==> src/rtl/rv_pipe_pkg.sv <==
// Shared definitions for the decode->execute pipeline register.
// Holds the default datapath widths, the bit layout of the packed control
// bundle, a struct view of the full payload and a helper that packs the
// individual control fields into the bundle.
package rv_pipe_pkg;

  localparam int DEF_XLEN   = 32;
  localparam int DEF_REG_AW = 5;
  localparam int CTRL_W     = 16;

  // Control bundle layout, LSB first.
  localparam int CTRL_ALUCONTROL_LSB = 0;   // 6 bits
  localparam int CTRL_ALUSRC_LSB     = 6;   // 1 bit
  localparam int CTRL_BRANCH_LSB     = 7;   // 1 bit
  localparam int CTRL_JUMP_LSB       = 8;   // 1 bit
  localparam int CTRL_MEMWRITE_LSB   = 9;   // 2 bits
  localparam int CTRL_RESULTSRC_LSB  = 11;  // 2 bits
  localparam int CTRL_REGWRITE_LSB   = 13;  // 3 bits

  // Payload at the default widths; field order matches the packing used in the top.
  typedef struct packed {
    logic [CTRL_W-1:0]     ctrl;
    logic [DEF_XLEN-1:0]   rd1;
    logic [DEF_XLEN-1:0]   rd2;
    logic [DEF_XLEN-1:0]   imm;
    logic [DEF_XLEN-1:0]   pc;
    logic [DEF_XLEN-1:0]   pc4;
    logic [DEF_REG_AW-1:0] rs1;
    logic [DEF_REG_AW-1:0] rs2;
    logic [DEF_REG_AW-1:0] rd;
  } id_ex_payload_t;

  function automatic logic [CTRL_W-1:0] ctrl_pack(
    input logic [2:0] reg_write,
    input logic [1:0] result_src,
    input logic [1:0] mem_write,
    input logic       jump,
    input logic       branch,
    input logic       alu_src,
    input logic [5:0] alu_control
  );
    logic [CTRL_W-1:0] c;
    c = {CTRL_W{1'b0}};
    c[CTRL_REGWRITE_LSB +: 3]   = reg_write;
    c[CTRL_RESULTSRC_LSB +: 2]  = result_src;
    c[CTRL_MEMWRITE_LSB +: 2]   = mem_write;
    c[CTRL_JUMP_LSB]            = jump;
    c[CTRL_BRANCH_LSB]          = branch;
    c[CTRL_ALUSRC_LSB]          = alu_src;
    c[CTRL_ALUCONTROL_LSB +: 6] = alu_control;
    return c;
  endfunction

endpackage

==> src/rtl/id_ex_pipe_reg_if.sv <==
// Handshake and payload bundle between decode, the ID/EX register and execute.
// master: environment side (drives in_*, flush, out_ready).
// slave : the pipeline register (drives in_ready, out_*, haz_*, bubble_cnt).
interface id_ex_pipe_reg_if #(
  parameter int XLEN   = rv_pipe_pkg::DEF_XLEN,
  parameter int REG_AW = rv_pipe_pkg::DEF_REG_AW,
  parameter int CTRL_W = rv_pipe_pkg::CTRL_W,
  parameter int CNT_W  = 16
);
  logic              flush;
  logic              in_valid;
  logic              in_ready;
  logic [CTRL_W-1:0] in_ctrl;
  logic [XLEN-1:0]   in_rd1;
  logic [XLEN-1:0]   in_rd2;
  logic [XLEN-1:0]   in_imm;
  logic [XLEN-1:0]   in_pc;
  logic [XLEN-1:0]   in_pc4;
  logic [REG_AW-1:0] in_rs1;
  logic [REG_AW-1:0] in_rs2;
  logic [REG_AW-1:0] in_rd;
  logic              out_valid;
  logic              out_ready;
  logic [CTRL_W-1:0] out_ctrl;
  logic [XLEN-1:0]   out_rd1;
  logic [XLEN-1:0]   out_rd2;
  logic [XLEN-1:0]   out_imm;
  logic [XLEN-1:0]   out_pc;
  logic [XLEN-1:0]   out_pc4;
  logic [REG_AW-1:0] out_rs1;
  logic [REG_AW-1:0] out_rs2;
  logic [REG_AW-1:0] out_rd;
  logic [REG_AW-1:0] haz_rs1;
  logic [REG_AW-1:0] haz_rs2;
  logic [CNT_W-1:0]  bubble_cnt;

  modport master (
    output flush, in_valid, in_ctrl, in_rd1, in_rd2, in_imm, in_pc, in_pc4,
           in_rs1, in_rs2, in_rd, out_ready,
    input  in_ready, out_valid, out_ctrl, out_rd1, out_rd2, out_imm, out_pc,
           out_pc4, out_rs1, out_rs2, out_rd, haz_rs1, haz_rs2, bubble_cnt
  );

  modport slave (
    input  flush, in_valid, in_ctrl, in_rd1, in_rd2, in_imm, in_pc, in_pc4,
           in_rs1, in_rs2, in_rd, out_ready,
    output in_ready, out_valid, out_ctrl, out_rd1, out_rd2, out_imm, out_pc,
           out_pc4, out_rs1, out_rs2, out_rd, haz_rs1, haz_rs2, bubble_cnt
  );
endinterface

==> src/rtl/pipe_slot.sv <==
// One pipeline entry: a valid flag plus a payload register.
// Ports: clk, rst (async active-high), load (capture d, set valid),
//        clear (drop valid; wins over load), d, valid, q.
// The payload only changes on an effective load, so it holds while idle.
module pipe_slot #(
  parameter int W = 8
) (
  input  logic         clk,
  input  logic         rst,
  input  logic         load,
  input  logic         clear,
  input  logic [W-1:0] d,
  output logic         valid,
  output logic [W-1:0] q
);

  // Valid flag: clear dominates load.
  always_ff @(posedge clk or posedge rst) begin
    if (rst) begin
      valid <= 1'b0;
    end else if (clear) begin
      valid <= 1'b0;
    end else if (load) begin
      valid <= 1'b1;
    end else begin
      valid <= valid;
    end
  end

  // Payload: loads only when the entry is really being filled.
  always_ff @(posedge clk or posedge rst) begin
    if (rst) begin
      q <= {W{1'b0}};
    end else if (load && !clear) begin
      q <= d;
    end else begin
      q <= q;
    end
  end

endmodule

==> src/rtl/id_ex_pipe_reg.sv <==
// Decode->execute pipeline register with valid/ready handshake, flush,
// optional skid entry and a saturating bubble counter.
// Ports: clk, rst (async active-high), bus (slave side of id_ex_pipe_reg_if:
//        in_* from decode, out_* to execute, haz_* to the hazard unit,
//        flush, bubble_cnt).
// Main entry M drives the outputs. With SKID_EN=1 a skid entry S catches the
// instruction accepted while execute stalls, making in_ready a flop output.
module id_ex_pipe_reg #(
  parameter int XLEN    = rv_pipe_pkg::DEF_XLEN,
  parameter int REG_AW  = rv_pipe_pkg::DEF_REG_AW,
  parameter int CTRL_W  = rv_pipe_pkg::CTRL_W,
  parameter int SKID_EN = 1,
  parameter int CNT_W   = 16
) (
  input logic            clk,
  input logic            rst,
  id_ex_pipe_reg_if.slave bus
);

  localparam int DAT_W = 5 * XLEN + 3 * REG_AW;
  localparam int PAY_W = CTRL_W + DAT_W;

  logic [PAY_W-1:0]  in_pay_s;
  logic [PAY_W-1:0]  m_src_s;
  logic [PAY_W-1:0]  s_q_s;
  logic [DAT_W-1:0]  m_q_s;
  logic              m_valid_s;
  logic              s_valid_s;
  logic              in_ready_s;
  logic              accept_s;
  logic              consume_s;
  logic              m_from_s;
  logic              m_load_in_s;
  logic              m_load_s;
  logic              m_clear_s;
  logic [CTRL_W-1:0] ctrl_r;
  logic [CNT_W-1:0]  bubble_r;

  assign in_pay_s = {bus.in_ctrl, bus.in_rd1, bus.in_rd2, bus.in_imm, bus.in_pc,
                     bus.in_pc4, bus.in_rs1, bus.in_rs2, bus.in_rd};

  // Flush forces in_ready high so decode never stalls on a killed instruction.
  assign in_ready_s = (SKID_EN != 0) ? (bus.flush | ~s_valid_s)
                                     : (bus.flush | ~m_valid_s | bus.out_ready);

  assign accept_s    = bus.in_valid & in_ready_s;
  assign consume_s   = m_valid_s & bus.out_ready;
  // A held skid instruction always refills M before anything new (FIFO order).
  assign m_from_s    = consume_s & s_valid_s;
  assign m_load_in_s = accept_s & ~s_valid_s & (~m_valid_s | bus.out_ready);
  assign m_load_s    = m_from_s | m_load_in_s;
  assign m_clear_s   = bus.flush | (consume_s & ~m_load_s);
  assign m_src_s     = m_from_s ? s_q_s : in_pay_s;

  // Control lives outside the M slot so it can be cleared to zero on every
  // bubble while the data payload keeps its last value.
  pipe_slot #(.W(DAT_W)) u_main (
    .clk   (clk),
    .rst   (rst),
    .load  (m_load_s),
    .clear (m_clear_s),
    .d     (m_src_s[DAT_W-1:0]),
    .valid (m_valid_s),
    .q     (m_q_s)
  );

  generate
    if (SKID_EN != 0) begin : g_skid
      logic s_load_s;
      logic s_clear_s;
      assign s_load_s  = accept_s & m_valid_s & ~bus.out_ready;
      assign s_clear_s = bus.flush | m_from_s;
      pipe_slot #(.W(PAY_W)) u_skid (
        .clk   (clk),
        .rst   (rst),
        .load  (s_load_s),
        .clear (s_clear_s),
        .d     (in_pay_s),
        .valid (s_valid_s),
        .q     (s_q_s)
      );
    end else begin : g_no_skid
      assign s_valid_s = 1'b0;
      assign s_q_s     = {PAY_W{1'b0}};
    end
  endgenerate

  // Gated control register: nonzero only while M holds a valid instruction.
  always_ff @(posedge clk or posedge rst) begin
    if (rst) begin
      ctrl_r <= {CTRL_W{1'b0}};
    end else if (m_clear_s) begin
      ctrl_r <= {CTRL_W{1'b0}};
    end else if (m_load_s) begin
      ctrl_r <= m_src_s[PAY_W-1:DAT_W];
    end else begin
      ctrl_r <= ctrl_r;
    end
  end

  // Bubble counter: counts empty output cycles, sticks at all-ones.
  always_ff @(posedge clk or posedge rst) begin
    if (rst) begin
      bubble_r <= {CNT_W{1'b0}};
    end else if (!m_valid_s && (bubble_r != {CNT_W{1'b1}})) begin
      bubble_r <= bubble_r + {{(CNT_W-1){1'b0}}, 1'b1};
    end else begin
      bubble_r <= bubble_r;
    end
  end

  assign bus.in_ready   = in_ready_s;
  assign bus.out_valid  = m_valid_s;
  assign bus.out_ctrl   = ctrl_r;
  assign bus.bubble_cnt = bubble_r;
  assign {bus.out_rd1, bus.out_rd2, bus.out_imm, bus.out_pc, bus.out_pc4,
          bus.out_rs1, bus.out_rs2, bus.out_rd} = m_q_s;
  assign bus.haz_rs1 = bus.in_valid ? bus.in_rs1 : {REG_AW{1'b0}};
  assign bus.haz_rs2 = bus.in_valid ? bus.in_rs2 : {REG_AW{1'b0}};

endmodule

==> src/flat_wrapper.sv <==
// flat-port wrapper written by rule: the top's interface ports become plain ports
module id_ex_pipe_reg_flat 
#(
  parameter int XLEN    = rv_pipe_pkg::DEF_XLEN,
  parameter int REG_AW  = rv_pipe_pkg::DEF_REG_AW,
  parameter int CTRL_W  = rv_pipe_pkg::CTRL_W,
  parameter int SKID_EN = 1,
  parameter int CNT_W   = 16
)
  (clk, rst, bus_flush, bus_in_valid, bus_in_ctrl, bus_in_rd1, bus_in_rd2, bus_in_imm, bus_in_pc, bus_in_pc4, bus_in_rs1, bus_in_rs2, bus_in_rd, bus_out_ready, bus_in_ready, bus_out_valid, bus_out_ctrl, bus_out_rd1, bus_out_rd2, bus_out_imm, bus_out_pc, bus_out_pc4, bus_out_rs1, bus_out_rs2, bus_out_rd, bus_haz_rs1, bus_haz_rs2, bus_bubble_cnt);
  id_ex_pipe_reg_if #(.XLEN(XLEN), .REG_AW(REG_AW), .CTRL_W(CTRL_W), .CNT_W(CNT_W)) bus_i ();
  input logic clk;
  input logic rst;
  input wire logic [$bits(bus_i.flush)-1:0] bus_flush;
  input wire logic [$bits(bus_i.in_valid)-1:0] bus_in_valid;
  input wire logic [$bits(bus_i.in_ctrl)-1:0] bus_in_ctrl;
  input wire logic [$bits(bus_i.in_rd1)-1:0] bus_in_rd1;
  input wire logic [$bits(bus_i.in_rd2)-1:0] bus_in_rd2;
  input wire logic [$bits(bus_i.in_imm)-1:0] bus_in_imm;
  input wire logic [$bits(bus_i.in_pc)-1:0] bus_in_pc;
  input wire logic [$bits(bus_i.in_pc4)-1:0] bus_in_pc4;
  input wire logic [$bits(bus_i.in_rs1)-1:0] bus_in_rs1;
  input wire logic [$bits(bus_i.in_rs2)-1:0] bus_in_rs2;
  input wire logic [$bits(bus_i.in_rd)-1:0] bus_in_rd;
  input wire logic [$bits(bus_i.out_ready)-1:0] bus_out_ready;
  output wire logic [$bits(bus_i.in_ready)-1:0] bus_in_ready;
  output wire logic [$bits(bus_i.out_valid)-1:0] bus_out_valid;
  output wire logic [$bits(bus_i.out_ctrl)-1:0] bus_out_ctrl;
  output wire logic [$bits(bus_i.out_rd1)-1:0] bus_out_rd1;
  output wire logic [$bits(bus_i.out_rd2)-1:0] bus_out_rd2;
  output wire logic [$bits(bus_i.out_imm)-1:0] bus_out_imm;
  output wire logic [$bits(bus_i.out_pc)-1:0] bus_out_pc;
  output wire logic [$bits(bus_i.out_pc4)-1:0] bus_out_pc4;
  output wire logic [$bits(bus_i.out_rs1)-1:0] bus_out_rs1;
  output wire logic [$bits(bus_i.out_rs2)-1:0] bus_out_rs2;
  output wire logic [$bits(bus_i.out_rd)-1:0] bus_out_rd;
  output wire logic [$bits(bus_i.haz_rs1)-1:0] bus_haz_rs1;
  output wire logic [$bits(bus_i.haz_rs2)-1:0] bus_haz_rs2;
  output wire logic [$bits(bus_i.bubble_cnt)-1:0] bus_bubble_cnt;
  assign bus_i.flush = bus_flush;
  assign bus_i.in_valid = bus_in_valid;
  assign bus_i.in_ctrl = bus_in_ctrl;
  assign bus_i.in_rd1 = bus_in_rd1;
  assign bus_i.in_rd2 = bus_in_rd2;
  assign bus_i.in_imm = bus_in_imm;
  assign bus_i.in_pc = bus_in_pc;
  assign bus_i.in_pc4 = bus_in_pc4;
  assign bus_i.in_rs1 = bus_in_rs1;
  assign bus_i.in_rs2 = bus_in_rs2;
  assign bus_i.in_rd = bus_in_rd;
  assign bus_i.out_ready = bus_out_ready;
  assign bus_in_ready = bus_i.in_ready;
  assign bus_out_valid = bus_i.out_valid;
  assign bus_out_ctrl = bus_i.out_ctrl;
  assign bus_out_rd1 = bus_i.out_rd1;
  assign bus_out_rd2 = bus_i.out_rd2;
  assign bus_out_imm = bus_i.out_imm;
  assign bus_out_pc = bus_i.out_pc;
  assign bus_out_pc4 = bus_i.out_pc4;
  assign bus_out_rs1 = bus_i.out_rs1;
  assign bus_out_rs2 = bus_i.out_rs2;
  assign bus_out_rd = bus_i.out_rd;
  assign bus_haz_rs1 = bus_i.haz_rs1;
  assign bus_haz_rs2 = bus_i.haz_rs2;
  assign bus_bubble_cnt = bus_i.bubble_cnt;
  id_ex_pipe_reg #(.XLEN(XLEN), .REG_AW(REG_AW), .CTRL_W(CTRL_W), .SKID_EN(SKID_EN), .CNT_W(CNT_W)) u_core (.clk(clk), .rst(rst), .bus(bus_i));
endmodule
==> config.mk <==
export PLATFORM = sky130hd
export DESIGN_NAME = id_ex_pipe_reg_flat
export DESIGN_NICKNAME = d
export VERILOG_FILES = /design/src/rtl/rv_pipe_pkg.sv /design/src/rtl/id_ex_pipe_reg_if.sv /design/src/rtl/pipe_slot.sv /design/src/rtl/id_ex_pipe_reg.sv /design/src/flat_wrapper.sv
export SDC_FILE = /design/constraint.sdc
export NUM_CORES = 1
export LEC_CHECK = 0
export BUFFER_PORTS_ARGS = -buffer_cell sky130_fd_sc_hd__buf_4
export CAP_MARGIN = 20
export CORE_ASPECT_RATIO = 1.25
export CORE_MARGIN = 4
export CORE_UTILIZATION = 58
export CTS_CLUSTER_DIAMETER = 150
export CTS_CLUSTER_SIZE = 25
export DETAILED_ROUTE_END_ITERATION = 7
export PLACE_DENSITY = 0.92
export REMOVE_ABC_BUFFERS = 1
export SKIP_LAST_GASP = 1
export SLEW_MARGIN = 10
export SYNTH_ARGS = -nofsm -noshare
export SYNTH_HDL_FRONTEND = slang
export SYNTH_SLANG_ARGS = --single-unit
==> constraint.sdc <==
create_clock -name clk -period 17.42 [get_ports clk]
set_clock_uncertainty 0.15 [all_clocks]
set_input_delay 0.871 -clock clk [delete_from_list [all_inputs] [get_ports clk]]
set_output_delay 0.871 -clock clk [all_outputs]
set_load 0.05 [all_outputs]
==> run_results.csv <==
group,metric,value,unit
clock_network,clock_sinks,400,
grt,grt-ovfl-total,0,
setup_path,ff2ff_path_depth,5,
power_and_ir_drop,clkPwrFrac,17.9,%
synthesis,yosys_warnings,0,
finish,instances_no_fill,2250,
routing,viasPerCell,5.815,
grt,grt_pass1_vias,13560,
clock_network,clock_latency,0.52,ns
floorplanning,die_w,161.6,um
setup_path,required,17.69,ns
synthesis,synth_area_leaders,"dfrtp_1 (59%), mux2_4 (9.6%), nand2_1 (7.9%)",
power_and_ir_drop,power_frac_seq,49.3,%
clock_network,cts_tree,"built",
synthesis,syn_avg_cell_area,11.31,sq um
timing,hold_ws,0.3207,ns
setup_path,crit_chain,"and2_1 > nand2_4 > buf_4 > nand2_1 > a31oi_1",
clock_network,htreeDepth,1,
synthesis,synth_common_cells,"dfrtp_1 (400), nand2_1 (360), nor2_1 (184), a31oi_1 (177), mux2_4 (109)",
finish,utilization,71.21,%
power_and_ir_drop,power_density,126.9,nW/um^2
setup_path,crit_start,"u_core.u_main.valid",
synthesis,synth_top_area_share,58.50,%
grt,grt_max_degree,192,
placement,portBuffers,414,
synthesis,synth_flop_cell,"dfrtp_1",
floorplanning,initial_utilization,58.67,%
synthesis,yosysUniqueCellTypes,37,
synthesis,async_reset_ff_share,100.0,%
synthesis,synth_edf_count,0,
floorplanning,rows,70,
power_and_ir_drop,irDropWorstVdd,0.09725,mV
timing,relSlewSlack,25.38,%
run,cap_violations,0,
min_path,worstHoldPathType,"in2async",
placement,gp_congestion,0.8639,
placement,place_hpwl,30630,um
clock_network,numCtsBuffers,19,
routing,wirelength,44890,um
timing,fin_setup_tns,0,ns
clock_network,holdBufCountCts,0,
synthesis,synth.most_common_cell,"dfrtp_1",
finish,layout.nets,2053,
synthesis,ys_ff_latch,400,
timing,min_period_over_period,18.68,%
setup_path,path_class,"reg2reg",
synthesis,synth_top_area_cell,"dfrtp_1",
clock_network,clockRootBuffer,"clkbuf_16",
finish,drive_gt1_share,34.36,%
power_and_ir_drop,swShare,35.92,%
timing,drv_slew,0,
finish,final_area,20770,sq um
floorplanning,die_area,32330,sq um
power_and_ir_drop,pwr-share-comb,32.8,%
clock_network,clockBufferDepth,3,
clock_network,cts_setup_buffers,0,
synthesis,ys_seq_area_share,58.50,%
synthesis,netlist_area,17110,sq um
floorplanning,ios,415,
setup_path,critPathCaptureType,"flip-flop",
setup_path,cp_max_fo,88,
floorplanning,coreArea,29170,sq um
grt,grt_pass1_wl,69880,um
routing,route.detailed.drc,0,
timing,rsz0062_at_grt,"false",
power_and_ir_drop,switching_power,946.4,uW
routing,dr_total_vias,13080,
power_and_ir_drop,leakagePower,0.01002,uW
setup_path,rr_startpoint,"u_core.u_main.valid",
clock_network,ctsResizeCount,0,
timing,setup_viol,0,
power_and_ir_drop,p_int,1688,uW
setup_path,slowest_delay,0.90,ns
routing,dr.pass1.iters,6,
setup_path,crit_path_end,"u_core.u_main.q[117]",
floorplanning,die_h,200.0,um
timing,finalHoldViolations,0,
grt,grt_antenna_before_repair,0,
placement,dp.cells,2229,
setup_path,worstSetupStartpointType,"flip-flop",
finish,diodes,0,
timing,fmax,307.4,MHz
routing,drt_iter0_drc,1153,
setup_path,timing.reg2reg.setup_slack,14.17,ns
clock_network,clkTransAtPathRegs,0.10,ns
grt,groute.usage.overall,26.50,%
timing,fin_crit,3.253,ns
setup_path,cp_slowest_cell,"buf_4",
routing,drt-wirelength-per-cell,19.95,um
timing,tightest_slew,1.119,ns
setup_path,r2r-end,"u_core.u_main.q[117]",
placement,dpl_cell_area,20240,sq um
run_status,status,"complete, no violations",
routing,ant_nets,0,
setup_path,crit_arrival,3.52,ns
finish,synthToLayoutAreaGrowth,21.38,%
synthesis,netlist_instances,1513,
-- state kept, by name, indices dropped and copies added (netlist names) --
signal and cells:
u_core.bus.bubble_cnt 16, u_core.bus.out_ctrl 16, u_core.g_skid.u_skid.valid 1, u_core.u_main.valid 1
u_core.u_main.q 175, u_core.g_skid.u_skid.q 191
-- routing by layer --
layer | vias to the layer above | global-route usage [%] | part of all wire [%]
met2 | 564 | 45.80 | 51
met3 | 167 | 4.498 | 6.2
met5 | - | 0 | 0
met4 | 0 | 14.73 | 6.3
met1 | 6547 | 31.97 | 36
li1 | 5805 | - | -
-- kinds of logic after synthesis --
logic type	Yosys count	share of synthesized area [%]
compound gates	203	7.729
flops	400	58.50
xor+xnor	9	0.4607
fa+ha+maj	1	0.07311
simple gates	581	13.49
buf+inv	108	3.598
mux	211	16.15
-- how the worst min path moves through the flow --
| stage | startpoint | end | slack, ns | cells past startpoint |
|---|---|---|---|---|
| 2_1_floorplan | u_core.g_skid.u_skid.q[12] | u_core.g_skid.u_skid.q[12] | 0.31 | 1 |
| 3_3_place_gp | u_core.bus.out_ctrl[12] | u_core.bus.out_ctrl[12] | 0.32 | 1 |
| 3_5_place_dp | u_core.bus.out_ctrl[14] | u_core.bus.out_ctrl[14] | 0.33 | 1 |
| 4_1_cts | u_core.bus.out_ctrl[8] | u_core.bus.out_ctrl[8] | 0.35 | 1 |
| 5_1_grt | u_core.g_skid.u_skid.q[61] | u_core.g_skid.u_skid.q[61] | 0.36 | 1 |
| 6_report | rst | u_core.u_main.q[151] | 0.32 | 2 |
-- cell type report --
cell class | instances | area, sq um
multi-input combinational | 1005 | 6507
fill | 1955 | 8397
inverter | 2 | 15.01
timing repair buffer | 428 | 3266
clock buffer | 19 | 475.5
tap | 396 | 495.5
sequential | 400 | 10010
-- power groups by stage --
stage / Clock (uW) / Combinational [uW] / Sequential [uW]
2_1_floorplan: 0 / 311 / 1580
3_3_place_gp: 0 / 836 / 1290
3_5_place_dp: 0 / 866 / 1310
4_1_cts: 481 / 867 / 1290
5_1_grt: 518 / 912 / 1320
6_report: 473 / 863 / 1300
-- worst max-delay path: cells and delay by family, from the launching register on --
family | cells | cell delay (ns)
and+or+nand+nor | 3 | 1.14
buffers and inverters | 1 | 0.90
DFF | 1 | 0.53
AOI/OAI and AO/OA | 1 | 0.27
-- placed cells by master, fill, tap and decap left out, types with 2 or more instances in the layout --
cell type	n
clkbuf_16	19
mux2_1	11
o21ai_0	2
buf_4	425
a31oi_1	177
buf_16	2
and4_1	2
mux2_4	109
and2_1	13
mux2i_1	18
o2bb2ai_1	16
dfrtp_1	400
nand2_1	359
nand4_1	5
a21oi_1	4
nand2b_1	4
xor2_1	5
xnor2_1	4
mux2_2	73
nor2_1	184
nand3_1	2
-- stage by stage --
step	worst slack [ns]	power, uW
2_1_floorplan	5.275	1887
3_3_place_gp	13.65	2128
3_5_place_dp	13.62	2172
4_1_cts	14.12	2641
5_1_grt	13.96	2750
6_report	14.17	2635
No activity file was read; power rests on OpenSTA's default activity.
